===== src/rtl/sr_univ_pkg.sv =====
// Shared definitions for the universal register: mode encodings and the
// per-bit set/reset resolution used by every storage cell.
package sr_univ_pkg;

    localparam logic [2:0] MODE_HOLD = 3'd0;
    localparam logic [2:0] MODE_LOAD = 3'd1;
    localparam logic [2:0] MODE_SHL  = 3'd2;
    localparam logic [2:0] MODE_SHR  = 3'd3;
    localparam logic [2:0] MODE_UP   = 3'd4;
    localparam logic [2:0] MODE_DOWN = 3'd5;
    localparam logic [2:0] MODE_ROL  = 3'd6;
    localparam logic [2:0] MODE_ROR  = 3'd7;

    // Set wins alone, reset wins alone, both together freeze the bit,
    // neither lets the mode result through.
    function automatic logic sr_resolve(input logic cur, input logic s,
                                        input logic r, input logic mode_bit);
        logic nxt;
        case ({s, r})
            2'b10:   nxt = 1'b1;
            2'b01:   nxt = 1'b0;
            2'b11:   nxt = cur;
            default: nxt = mode_bit;
        endcase
        return nxt;
    endfunction

endpackage


===== src/rtl/sr_bit_cell.sv =====
// One storage bit: a flop whose next value is the mode result unless the
// bit's own set/reset inputs override it.
module sr_bit_cell
    import sr_univ_pkg::*;
#(
    parameter logic RESET_BIT = 1'b0
) (
    input  logic clk,
    input  logic rst,
    input  logic s,
    input  logic r,
    input  logic nxt,
    output logic q,
    output logic conflict
);

    assign conflict = s & r;

    // Reset first, then set/reset override, then the mode result.
    always_ff @(posedge clk) begin
        if (rst) q <= RESET_BIT;
        else     q <= sr_resolve(q, s, r, nxt);
    end

endmodule


===== src/rtl/sr_univ_reg.sv =====
// Universal register: hold, load, shift, rotate and up/down count over
// WIDTH bits, with per-bit synchronous set/reset and a sticky flag that
// records any bit seeing set and reset together.
module sr_univ_reg
    import sr_univ_pkg::*;
#(
    parameter int               WIDTH     = 8,
    parameter logic [WIDTH-1:0] RESET_VAL = '0
) (
    input  logic             clk,
    input  logic             rst,
    input  logic [2:0]       mode,
    input  logic [WIDTH-1:0] d,
    input  logic             sin_l,
    input  logic             sin_r,
    input  logic [WIDTH-1:0] s,
    input  logic [WIDTH-1:0] r,
    input  logic             clr_err,
    output logic [WIDTH-1:0] q,
    output logic [WIDTH-1:0] qnot,
    output logic             sout_l,
    output logic             sout_r,
    output logic             tc,
    output logic             sr_conflict
);

    localparam logic [WIDTH-1:0] ONE = {{(WIDTH-1){1'b0}}, 1'b1};

    logic [WIDTH-1:0] mode_res;
    logic [WIDTH-1:0] bit_conflict;
    logic             any_conflict;

    // Mode result is always computed from the whole pre-edge q; the cells
    // apply set/reset overrides bit by bit afterwards.
    always_comb begin
        mode_res = q;
        case (mode)
            MODE_HOLD: mode_res = q;
            MODE_LOAD: mode_res = d;
            MODE_SHL:  mode_res = {q[WIDTH-2:0], sin_l};
            MODE_SHR:  mode_res = {sin_r, q[WIDTH-1:1]};
            MODE_UP:   mode_res = q + ONE;
            MODE_DOWN: mode_res = q - ONE;
            MODE_ROL:  mode_res = {q[WIDTH-2:0], q[WIDTH-1]};
            MODE_ROR:  mode_res = {q[0], q[WIDTH-1:1]};
            default:   mode_res = q;
        endcase
    end

    for (genvar i = 0; i < WIDTH; i++) begin : g_bit
        sr_bit_cell #(
            .RESET_BIT (RESET_VAL[i])
        ) u_cell (
            .clk      (clk),
            .rst      (rst),
            .s        (s[i]),
            .r        (r[i]),
            .nxt      (mode_res[i]),
            .q        (q[i]),
            .conflict (bit_conflict[i])
        );
    end

    assign any_conflict = |bit_conflict;

    assign qnot   = ~q;
    assign sout_l = q[WIDTH-1];
    assign sout_r = q[0];
    assign tc     = ((mode == MODE_UP)   && (&q)) ||
                    ((mode == MODE_DOWN) && (~|q));

    // Sticky conflict flag: a new conflict beats a clear in the same cycle.
    always_ff @(posedge clk) begin
        if (rst)               sr_conflict <= 1'b0;
        else if (any_conflict) sr_conflict <= 1'b1;
        else if (clr_err)      sr_conflict <= 1'b0;
    end

endmodule


===== config.mk =====
export PLATFORM = sky130hd
export DESIGN_NAME = sr_univ_reg
export DESIGN_NICKNAME = d
export VERILOG_FILES = /design/src/rtl/sr_univ_pkg.sv /design/src/rtl/sr_bit_cell.sv /design/src/rtl/sr_univ_reg.sv
export SDC_FILE = /design/constraint.sdc
export NUM_CORES = 1
export LEC_CHECK = 0
export CAP_MARGIN = 20
export CORE_UTILIZATION = 30
export DETAILED_ROUTE_END_ITERATION = 12
export PLACE_DENSITY = 0.54
export SLEW_MARGIN = 40
export SYNTH_ARGS = -nofsm -noshare
export SYNTH_HDL_FRONTEND = slang
export SYNTH_HIERARCHICAL = 1
export SYNTH_SLANG_ARGS = --single-unit

===== constraint.sdc =====
create_clock -name clk -period 6.9 [get_ports clk]
set_input_delay 1.725 -clock clk [delete_from_list [all_inputs] [get_ports clk]]
set_output_delay 1.725 -clock clk [all_outputs]
set_load 0.1 [all_outputs]

---- Word level (Yosys, flattened, before mapping) ----
Index checks and enable logic that the tools add are counted.
word-level totals
  register bits ........................... 9
  latch bits .............................. 0
  bits in writable memories ............... 0
  bits in read-only memories .............. 0
  word-level logic and storage cells ...... 95
  memories ................................ 0
cells by class
  $add $sub $neg .......................... 2
  multiply operators ...................... 0
  div/mod/pow operators ................... 0
  $lt $le $gt $ge ......................... 0
  equality and inequality tests ........... 39
  shifts and indexed selects .............. 0
  mux-type cells .......................... 11
  bitwise operators ....................... 17
  reductions and logical operators ........ 17
operators with widths
  cell                   count
  $pmux W8 S7            1
  $eq A2 B2 Y1 const B   16
  $ne A3 B1 Y1 const B   8
  $pmux W1 S3            8
  $eq A2 B1 Y1 const B   8
  $reduce_and A2 Y1      8
  $reduce_or A8 Y1       2
  $eq A3 B3 Y1 const B   4
  $add A8 B1 Y8 const B  1
  $and A1 B1 Y1          8
  $not A1 Y1             8
  $not A8 Y8             1
  $reduce_and A8 Y1      1
  $sub A8 B1 Y8 const B  1
  $eq A3 B2 Y1 const B   2
  $eq A3 B1 Y1 const B   1
  $logic_not A3 Y1       1
  $logic_and A1 B1 Y1    2
  $mux W1                2
  $reduce_bool A2 Y1     1
  $logic_not A1 Y1       1
  $logic_or A1 B1 Y1     1

---- Longest topological paths before layout ----
Gate-level depths: netlist of the first run.
  depth in word-level cells ............... 4
  mapped depth ............................ 11
  mapped depth without buffers ............ 10

---- By module ----
The synthesis of the first run kept the hierarchy.
by module, submodules not included
  module       instances  cells an instance  area each (sq um)  sequential area each (sq um)
  sr_univ_reg  1          121                848.3              20.0
  sr_bit_cell  8          9                  93.8               20.0

---- Worst setup path before layout of the first run ----
OpenSTA, ideal clock, no wires.
  path type ............................... in2out
  from .................................... input port mode[0]
  to ...................................... output port tc
  arrival time ............................ 3723 ps
  data required time ...................... 5175 ps
  slack ................................... 1452 ps
  cell stages on the path ................. 6
  path buffers ............................ 3
  cells stage by stage .................... clkbuf_8 -> clkbuf_8 -> buf_6 -> nor4_1 -> a21oi_1 -> nor2_1
between the ends
  cells in the longest elaborated chain, start to end .. 3
  elaborated cells on any way between the ends .. 5
  those cells by class .................... eq/ne: 2; reduce/logical: 3
RTL lines
  item                                           line                                  text
  from (decl)                                    sr_univ_reg.sv:12                     input logic [2:0] mode,
  $eq A3 B3 Y1, on equally long branches         sr_univ_reg.sv:69, sr_univ_reg.sv:70
  $logic_and A1 B1 Y1, on equally long branches  sr_univ_reg.sv:69, sr_univ_reg.sv:70
  $logic_or A1 B1 Y1 *                           sr_univ_reg.sv:69                     assign tc = ((mode == MODE_UP) && (&q)) ||
  to (decl)                                      sr_univ_reg.sv:23                     output logic tc,
Mark *: on every way between the ends. The rest lies on a longest branch, timed or not.

---- Worst setup path after layout of the first run ----
  from .................................... input port mode[2]
  to ...................................... output port tc
Same word-level chain as after synthesis.

==> impl_metrics.py, run 1 <==
metrics = {
    "status": {
        "run_status": "complete, no violations",
    },
    "die": {
        "design.die.area_um2": 5626,
        "die_w_um": 75.01,
        "core_region_area_um2": 5107,
        "row_count": 26,
        "ioPinCount": 52,
        "die_height_um": 75.01,
        "initial_core_util_pct": 31.31,
    },
    "worst_setup_path": {
        "timing.critical_path.to_type": "output pin",
        "path_cells": "clkdlybuf4s50_1 > or2b_2 > nor2_1 > buf_4",
        "cp-start-kind": "input pin",
        "setup.worst_path.start": "mode[2]",
        "max_stage_delay_ps": 810,
        "critical_path_type": "in -> out",
        "worst-endpoint-required_ps": 5180,
        "r2r-start": "g_bit[1].u_cell/q$_SDFFE_PP0P_",
        "critical_path_peak_fanout": 14,
        "critical_path.n_buffers_inverters": 2,
        "crit_slowest_cell": "clkdlybuf4s50_1",
        "worst_path_dominant_cell_family": "buffers and inverters",
        "data_arrival_time_at_the_worst_slack_endpoint_ps": 3310,
    },
    "synth": {
        "synth.distinct_cells": 50,
        "synth.yosys.seq_area_share_pct": 11.27,
        "prevailing_post_synth_register_cell": "dfxtp_1",
        "synthCells": 193,
        "syn-mean-instance-area_um2": 8.285,
        "syn-num-nets": 250,
        "syn_area_um2": 1599,
        "synth_enable_flop_cells": 0,
        "ys_async_sr_fraction_pct": 0,
        "yosysWarnings": 6,
        "synth.ff_latch_count": 9,
    },
    "sta": {
        "layout_min_cycle_time_ps": 5036,
        "final.period_utilization_pct": 72.98,
        "final.hold.worst_slack_ps": 510.1,
        "setup_tns_ps": 0,
        "count_of_final_setup_violators": 0,
        "maxSlewViolCount": 0,
        "worst_slew_pin_slew_ps": 605.6,
        "finalHoldViolations": 0,
        "finClkSkew_ps": 7.595,
        "rsz0062_at_grt": "false",
        "max_transition_margin_pct": 59.50,
        "maxClockFrequency_mhz": 198.6,
    },
    "final_layout": {
        "n_fill_cell": 547,
        "final_core_util_pct": 39.76,
        "antennaDiodeCount": 0,
        "final_nets": 293,
        "post_route_cells_drive_above_1_share_pct": 18.72,
        "area_delta_synth_final_pct": 27.00,
    },
    "place": {
        "gp_congestion": 0.7577,
        "buffer_ports.inserted": 51,
        "hpwlAfterDp_um": 3126,
    },
    "power_and_ir_drop": {
        "powerDensity_nw_per_um2": 159.1,
        "ir_drop_mv": 0.07112,
        "fin_total_pwr_mw": 0.3231,
        "leakage_nw": 0.9070,
    },
    "clock_network": {
        "max-clock-path-buffers": 2,
        "clock-root-buffer": "clkbuf_8",
        "holdBufCountCts": 0,
        "clkSlewWorstSetupHoldPaths_ps": 60,
        "cts_post_setup_buffers_inserted": 0,
        "htreeDepth": 1,
        "worst_skew_late_latency_ps": 240,
        "tritoncts": "yes",
        "cts_buffers": 3,
        "cts_resized": 0,
        "cts.sink_count": 9,
    },
    "route": {
        "dr.pass1.iters": 4,
        "postRouteAntennaNets": 0,
        "vias": 1500,
        "violation_count_after_the_first_detailed_route_iteration": 57,
        "detail_route.drc_violations": 0,
        "via_per_inst": 4.918,
        "route.detailed.wl_per_inst_um": 13.37,
        "detail_route.wirelength_um": 4078,
    },
    "global_route": {
        "grt_antenna_before_repair": 0,
        "grt_first_pass_wirelength_um": 6686,
        "grt_pass1_vias": 1343,
        "grt_start_max_net_pins": 30,
        "globalRouteOverflowTotal": 0,
        "groute.usage.overall_pct": 15.91,
    },
    "hold_path": {
        "worstHoldStart": "sr_conflict$_SDFFE_PP0P_",
        "hold_path_class": "reg -> reg",
    },
    "run": {
        "max_cap_viol_count": 0,
    },
}
## path summary, 6_finish.rpt
path	to	slack (ps)	cells past startpoint
max	tc	1860	4
min reg2reg	sr_conflict$_SDFFE_PP0P_	510	2
max reg2reg	g_bit[6].u_cell/q$_SDFFE_PP0P_	4490	9
min	sr_conflict$_SDFFE_PP0P_	510	2
## layout by cell type (no fill, tap or decap), types with 2 or more instances in the layout
master / instances
buf_2: 19
o211ai_1: 2
nor2b_1: 9
nor2_1: 11
nor4_1: 3
or2b_2: 2
mux2_2: 2
a211oi_1: 4
a221oi_1: 2
a21oi_1: 5
clkdlybuf4s50_1: 31
buf_4: 2
inv_1: 27
ha_1: 25
a31oi_1: 2
o211a_1: 2
nand4_1: 3
dfxtp_1: 9
nand2b_1: 5
o31ai_1: 2
nand2_1: 4
xnor2_1: 4
o21ai_0: 5
clkbuf_8: 3
mux2i_1: 14
nor3_1: 5
a211oi_2: 8
nand3_1: 3
## stage by stage
step                      std cells  worst slack, ps  instance area (um^2)
final                           305             1864                  2031
after global routing            305             1781                  2031
after CTS                       305             1880                  2031
after detailed placement        301             1885                  1984
after global placement          301             1897                  2079
after floorplan                 193             1452                  1599
## sequential cells by signal (all words and copies together), names as in the netlist
name            count
g_bit.u_cell/q      8
sr_conflict         1
## worst min-delay path, cell delays in order, from the launching register on
cell,delay (ps)
dfxtp_1,310
nand2b_1,60
a31oi_1,80
## Yosys cell counts, types with 2 or more instances
master    instances  area (um^2)
a211oi_1          4        30.03
a211oi_2          8        100.1
a21oi_1           5        25.02
a221oi_1          2        17.52
a31oi_1           2        12.51
buf_2             3        15.01
buf_4             4        30.03
buf_6             4        45.04
clkbuf_8          2        27.53
dfxtp_1           9        180.2
ha_1             25        312.8
inv_1            27        101.4
mux2_2            2        22.52
mux2i_1          14        140.1
nand2_1           4        15.01
nand2b_1          5        31.28
nand3_1           3        15.01
nand4_1           3        18.77
nor2_1           11        41.29
nor2b_1           9        56.30
nor3_1            5        25.02
nor4_1            3        18.77
o211a_1           2        20.02
o211ai_1          2        15.01
o21ai_0           5        25.02
o31ai_1           2        15.01
or2b_2            2        17.52
xnor2_1           4        35.03
## layer usage
| metal | up-vias | GRT usage, % | wire length (um) |
|---|---|---|---|
| met5 | - | 0 | 0 |
| met4 | 0 | 3.983 | 71 |
| met1 | 675 | 23.51 | 2041 |
| met3 | 6 | 2.811 | 214 |
| met2 | 57 | 23.72 | 1750 |
| li1 | 762 | - | - |
## area by class of cell
class,instances,area [um^2],share of cell area (%)
tap,70,87.58,4.313
sequential,9,180.2,8.872
inverter,27,101.3,4.991
clock buffer,3,41.29,2.033
clock inverter,1,5.005,0.2465
multi-input combinational,143,1195,58.84
timing repair buffer,52,420.4,20.70
## where the power goes
part	switching (mW)	internal (mW)
Sequential	0.0129	0.0569
Combinational	0.127	0.0601
Clock	0.0266	0.0398
## kinds of logic after synthesis
logic type / share of synthesized area (%)
xor+xnor: 2.191
flops: 11.27
buf+inv: 14.01
fa+ha+maj: 19.56
compound gates: 23.24
simple gates: 19.56
mux: 10.17
(Power assumes the default switching activity.)
==> run 2, diff against run 1 <==
Clock period 6.9 ns to 5.2 ns, I/O delays scaled along.
==> run 2 against run 1 <==
Against the previous run: wire length grew 0.98%; global-route usage shrank 0.46 points; critical path depth is the same; largest power group unchanged.
==> impl_metrics.py, run 2 (synthesis gave the netlist of run 1 again) <==
metrics = {
    "status": {
        "run_status": "complete, no violations",
    },
    "worst_setup_path": {
        "max_stage_delay_ps": 690,
        "cp-start-kind": "input pin",
        "timing.critical_path.to_type": "output pin",
        "worst-endpoint-required_ps": 3900,
        "setup.worst_path.start": "mode[1]",
        "critical_path_peak_fanout": 15,
        "r2r-start": "g_bit[1].u_cell/q$_SDFFE_PP0P_",
        "data_arrival_time_at_the_worst_slack_endpoint_ps": 2850,
        "critical_path_type": "in -> out",
        "path_cells": "clkdlybuf4s50_1 > or2b_2 > nor2_1 > buf_12",
        "crit_slowest_cell": "clkdlybuf4s50_1",
    },
    "final_layout": {
        "mostFrequentLayoutCell": "clkdlybuf4s50_1",
        "sequential_cell_area_um2": 180.2,
        "final_nets": 294,
        "most-common-layout-cells": "clkdlybuf4s50_1 (31), inv_1 (27), ha_1 (25)",
        "multiInputGateArea_um2": 1195,
        "post_route_cells_drive_above_1_share_pct": 18.64,
        "largest_registers": "g_bit.u_cell/q x8, sr_conflict x1",
        "antennaDiodeCount": 0,
        "post-route-cell-area_um2": 2049,
        "largest_register_ff_count": 8,
        "largest-register": "g_bit.u_cell/q",
        "instances_no_fill": 306,
        "area_delta_synth_final_pct": 28.17,
        "n_fill_cell": 540,
    },
    "place": {
        "buffer_ports.inserted": 51,
        "number_of_cells_after_detailed_placement": 302,
        "postPlaceCellArea_um2": 2004,
        "hpwlAfterDp_um": 3156,
        "gp_congestion": 0.8028,
    },
    "sta": {
        "maxSlewViolCount": 0,
        "count_of_final_setup_violators": 0,
        "layout_min_cycle_time_ps": 4149,
        "finalHoldViolations": 0,
        "maxClockFrequency_mhz": 241.0,
        "max_transition_margin_pct": 58.46,
        "rsz0062_at_grt": "false",
        "final.period_utilization_pct": 79.79,
        "worst_slew_pin_slew_ps": 621.2,
        "finClkSkew_ps": 5.331,
        "setup_tns_ps": 0,
    },
    "clock_network": {
        "htreeDepth": 1,
        "cts_buffers": 3,
        "clock-root-buffer": "clkbuf_8",
        "cts.sink_count": 9,
        "cts_post_setup_buffers_inserted": 0,
        "holdBufCountCts": 0,
        "worst_skew_late_latency_ps": 240,
        "cts_resized": 0,
        "max-clock-path-buffers": 2,
        "tritoncts": "yes",
        "clkSlewWorstSetupHoldPaths_ps": 50,
    },
    "route": {
        "route.detailed.wl_per_inst_um": 13.46,
        "detail_route.wirelength_um": 4118,
        "via_per_inst": 4.775,
        "vias": 1461,
        "violation_count_after_the_first_detailed_route_iteration": 45,
        "wl_met3_um": 210,
        "routedLengthMet1_um": 2039,
        "postRouteAntennaNets": 0,
        "detail_route.drc_violations": 0,
        "met2WireLength_um": 1830,
        "top_signal_layer_used": "met4",
        "dr.pass1.iters": 4,
    },
    "run": {
        "max_cap_viol_count": 0,
    },
    "hold_path": {
        "hold_path_class": "reg -> reg",
        "worstHoldStart": "sr_conflict$_SDFFE_PP0P_",
    },
    "die": {
        "row_count": 26,
        "die_w_um": 75.01,
        "ioPinCount": 52,
        "initial_core_util_pct": 31.31,
        "design.die.area_um2": 5626,
        "die_height_um": 75.01,
        "core_region_area_um2": 5107,
    },
    "global_route": {
        "globalRouteOverflowTotal": 0,
        "grt_pass1_vias": 1360,
        "grt_antenna_before_repair": 0,
        "grt_start_max_net_pins": 21,
        "grt_first_pass_wirelength_um": 6610,
        "groute.usage.overall_pct": 15.46,
    },
    "power_and_ir_drop": {
        "leakage_nw": 0.9118,
        "powerDensity_nw_per_um2": 209.2,
        "ir_drop_mv": 0.1011,
    },
}
==> run 2: cell types whose count changed in the layout (fill, tap and decap cells not counted), sizes merged <==
cell / change
buf: +1
clkbuf: +1
clkinv: -1
==> run 2: per-layer routing <==
layer  vias to the layer above  GRT usage (%)
met5                         -              0
li1                        766              -
met3                         4          3.347
met2                        46          24.32
met1                       645          21.77
met4                         0          2.935
==> run 2: area by class of cell <==
type	count	area share (%)
Clock buffer	4	2.198
Sequential cell	9	8.791
Tap cell	70	4.273
Timing Repair Buffer	53	21.49
Multi-Input combinational cell	143	58.30
Inverter	27	4.945
==> run 2: stage by stage <==
step           total power [mW]  hold slack (ps)  utilization, %  setup WS, ps
2_1_floorplan            0.2885            926.5               -         391.0
3_3_place_gp             0.3558            496.3           41.11          1091
3_5_place_dp             0.3429            490.2           39.25          1018
4_1_cts                  0.4342            497.8           40.13          1069
5_1_grt                  0.4553            572.3           40.13          1006
6_report                 0.4288            497.0           40.13          1051
==> run 2: worst paths after layout <==
path / endpoint / slack [ps] / cells past startpoint
hold reg to reg: sr_conflict$_SDFFE_PP0P_ / 500 / 2
hold / removal: sr_conflict$_SDFFE_PP0P_ / 500 / 2
setup reg to reg: g_bit[6].u_cell/q$_SDFFE_PP0P_ / 2890 / 9
setup / recovery: tc / 1050 / 4
==> run 2: power by group <==
group / internal [mW] / switching, mW / total (mW)
Sequential: 0.0755 / 0.0170 / 0.0925
Combinational: 0.0810 / 0.168 / 0.249
Clock: 0.0539 / 0.0336 / 0.0875
==> run 2: critical path, delay by kind of cell <==
family        cells  cell delay, ps
buf+inv           2             900
simple gates      2             650
==> run 3, diff against run 2 <==
Settings changed: PLACE_DENSITY 0.54 to 0.56.
Clock period 5.2 ns to 3.4 ns, I/O delays scaled along.
==> run 3 against run 2 <==
Against the previous run: critical path type unchanged; sequential share of layout area decreased by 0.30 points; highest routed layer unchanged; non-clock buffer count increased by 4; count of clock-buffer cells in the layout is the same; clock power rose by 51%; critical path depth grew 2; final cell count rose by 1.3%; global-route usage rose by 0.23 points; hold slack lost 0.57 ps.
==> impl_metrics.py, run 3 (synthesis gave the netlist of run 1 again) <==
metrics = {
    "route": {
        "via_per_inst": 4.874,
        "vias": 1511,
        "postRouteAntennaNets": 0,
        "route.detailed.wl_per_inst_um": 12.99,
        "dr.pass1.iters": 4,
        "violation_count_after_the_first_detailed_route_iteration": 57,
        "detail_route.drc_violations": 0,
        "detail_route.wirelength_um": 4028,
    },
    "die": {
        "die_height_um": 75.01,
        "die_w_um": 75.01,
        "ioPinCount": 52,
        "row_count": 26,
        "design.die.area_um2": 5626,
        "core_region_area_um2": 5107,
        "initial_core_util_pct": 31.31,
    },
    "clock_network": {
        "htreeDepth": 1,
        "cts_buffers": 3,
        "cts_resized": 0,
        "clock-root-buffer": "clkbuf_8",
        "cts.sink_count": 9,
        "worst_skew_late_latency_ps": 240,
        "cts_post_setup_buffers_inserted": 0,
        "holdBufCountCts": 0,
        "clkSlewWorstSetupHoldPaths_ps": 50,
        "tritoncts": "yes",
        "max-clock-path-buffers": 2,
    },
    "final_layout": {
        "largest_registers": "g_bit.u_cell/q x8, sr_conflict x1",
        "instances_no_fill": 310,
        "area_delta_synth_final_pct": 33.57,
        "multiInputGateArea_um2": 1202,
        "post_route_cells_drive_above_1_share_pct": 20.83,
        "mostFrequentLayoutCell": "clkdlybuf4s50_1",
        "sequential_cell_area_um2": 181.4,
        "largest_register_ff_count": 8,
        "antennaDiodeCount": 0,
        "n_fill_cell": 556,
        "final_nets": 298,
        "largest-register": "g_bit.u_cell/q",
        "most-common-layout-cells": "clkdlybuf4s50_1 (31), inv_1 (27), ha_1 (25), buf_4 (25), mux2i_1 (14)",
    },
    "power_and_ir_drop": {
        "power_report.internal_total_mw": 0.3373,
        "sw_power_mw": 0.3340,
        "powerDensity_nw_per_um2": 314.3,
        "clock_power_share_pct": 19.7,
        "power.share.sequential_pct": 20.7,
        "combinationalPowerShare_pct": 59.6,
        "fin_total_pwr_mw": 0.6712,
        "leakage_nw": 0.9466,
        "power.switching_fraction_pct": 49.75,
        "ir_drop_mv": 0.2172,
    },
    "run": {
        "max_cap_viol_count": 0,
    },
    "sta": {
        "finalHoldViolations": 0,
        "final.period_utilization_pct": 90.51,
        "maxSlewViolCount": 0,
        "setup_tns_ps": 0,
        "count_of_final_setup_violators": 0,
        "maxClockFrequency_mhz": 325.0,
        "rsz0062_at_grt": "false",
        "max_transition_margin_pct": 61.51,
        "finClkSkew_ps": 0.6335,
        "layout_min_cycle_time_ps": 3077,
        "worst_slew_pin_slew_ps": 575.6,
        "final.hold.worst_slack_ps": 496.5,
        "final.setup.worst_slack_ps": 322.8,
    },
    "worst_setup_path": {
        "path_cells": "clkdlybuf4s50_1 > buf_4 > nor4_1 > a21oi_1 > nor2_4 > buf_12",
        "critical_path_type": "in -> out",
        "max_stage_delay_ps": 420,
        "worst-endpoint-required_ps": 2550,
        "crit_slowest_cell": "clkdlybuf4s50_1",
        "data_arrival_time_at_the_worst_slack_endpoint_ps": 2230,
        "cp-start-kind": "input pin",
        "worstRegToRegCells": 9,
        "timing.critical_path.to_type": "output pin",
        "critical_path_peak_fanout": 28,
    },
    "place": {
        "gp_congestion": 0.8011,
        "buffer_ports.inserted": 51,
        "place_worst_setup_slack_ps": 169.5,
        "hpwlAfterDp_um": 3079,
        "number_of_cells_after_detailed_placement": 306,
    },
    "global_route": {
        "grt_pass1_vias": 1420,
        "groute.usage.overall_pct": 15.69,
        "globalRouteOverflowTotal": 0,
        "grt_antenna_before_repair": 0,
        "grt_start_max_net_pins": 29,
        "grt_first_pass_wirelength_um": 6665,
    },
    "status": {
        "run_status": "complete, no violations",
    },
    "hold_path": {
        "timing.hold.worst_path_depth": 2,
        "hold_path_class": "reg -> reg",
    },
}
[run 3: changes by cell type in the layout (fill, tap and decap cells not counted), sizes merged]
cell  before  now
buf       22   26
[run 3: final cells by class]
type / count / area share (%)
inverters: 27 / 4.745
multi-input cells: 143 / 56.30
flip-flops and latches: 9 / 8.494
well taps: 70 / 4.101
clock buffers: 4 / 2.109
repair buffers: 57 / 24.25
[run 3: critical path, delay by kind of cell]
family	cells	cell delay (ps)
compound gates	1	100
buf+inv	3	840
simple gates	2	420
[run 3: metrics by stage]
step | area [um^2] | utilization (%)
floorplan | 1608 | -
global placement | 2091 | 40.94
detailed placement | 2091 | 40.94
CTS | 2136 | 41.82
global route | 2136 | 41.82
finish | 2136 | 41.82
[run 3: power by group through the flow]
stage / Sequential, mW / Combinational, mW / Clock, mW
after detailed placement: 0.141 / 0.401 / 0
final: 0.139 / 0.400 / 0.132
after CTS: 0.139 / 0.403 / 0.137
after global placement: 0.142 / 0.401 / 0
after global routing: 0.142 / 0.429 / 0.145
after floorplan: 0.196 / 0.247 / 0
[run 3: path summary, 6_finish.rpt]
kind | endpoint | from | slack [ps]
worst max register to register | g_bit[4].u_cell/q$_SDFFE_PP0P_ | g_bit[1].u_cell/q$_SDFFE_PP0P_ | 1170
worst min-delay path | sr_conflict$_SDFFE_PP0P_ | sr_conflict$_SDFFE_PP0P_ | 500
worst max-delay path | tc | mode[0] | 320
worst min register to register | sr_conflict$_SDFFE_PP0P_ | sr_conflict$_SDFFE_PP0P_ | 500
[run 3: layer usage]
metal	track usage (%)	part of all wire (%)
met1	21.41	50
met3	2.945	4.2
met2	25.53	45
met4	3.774	0.72
met5	0	0
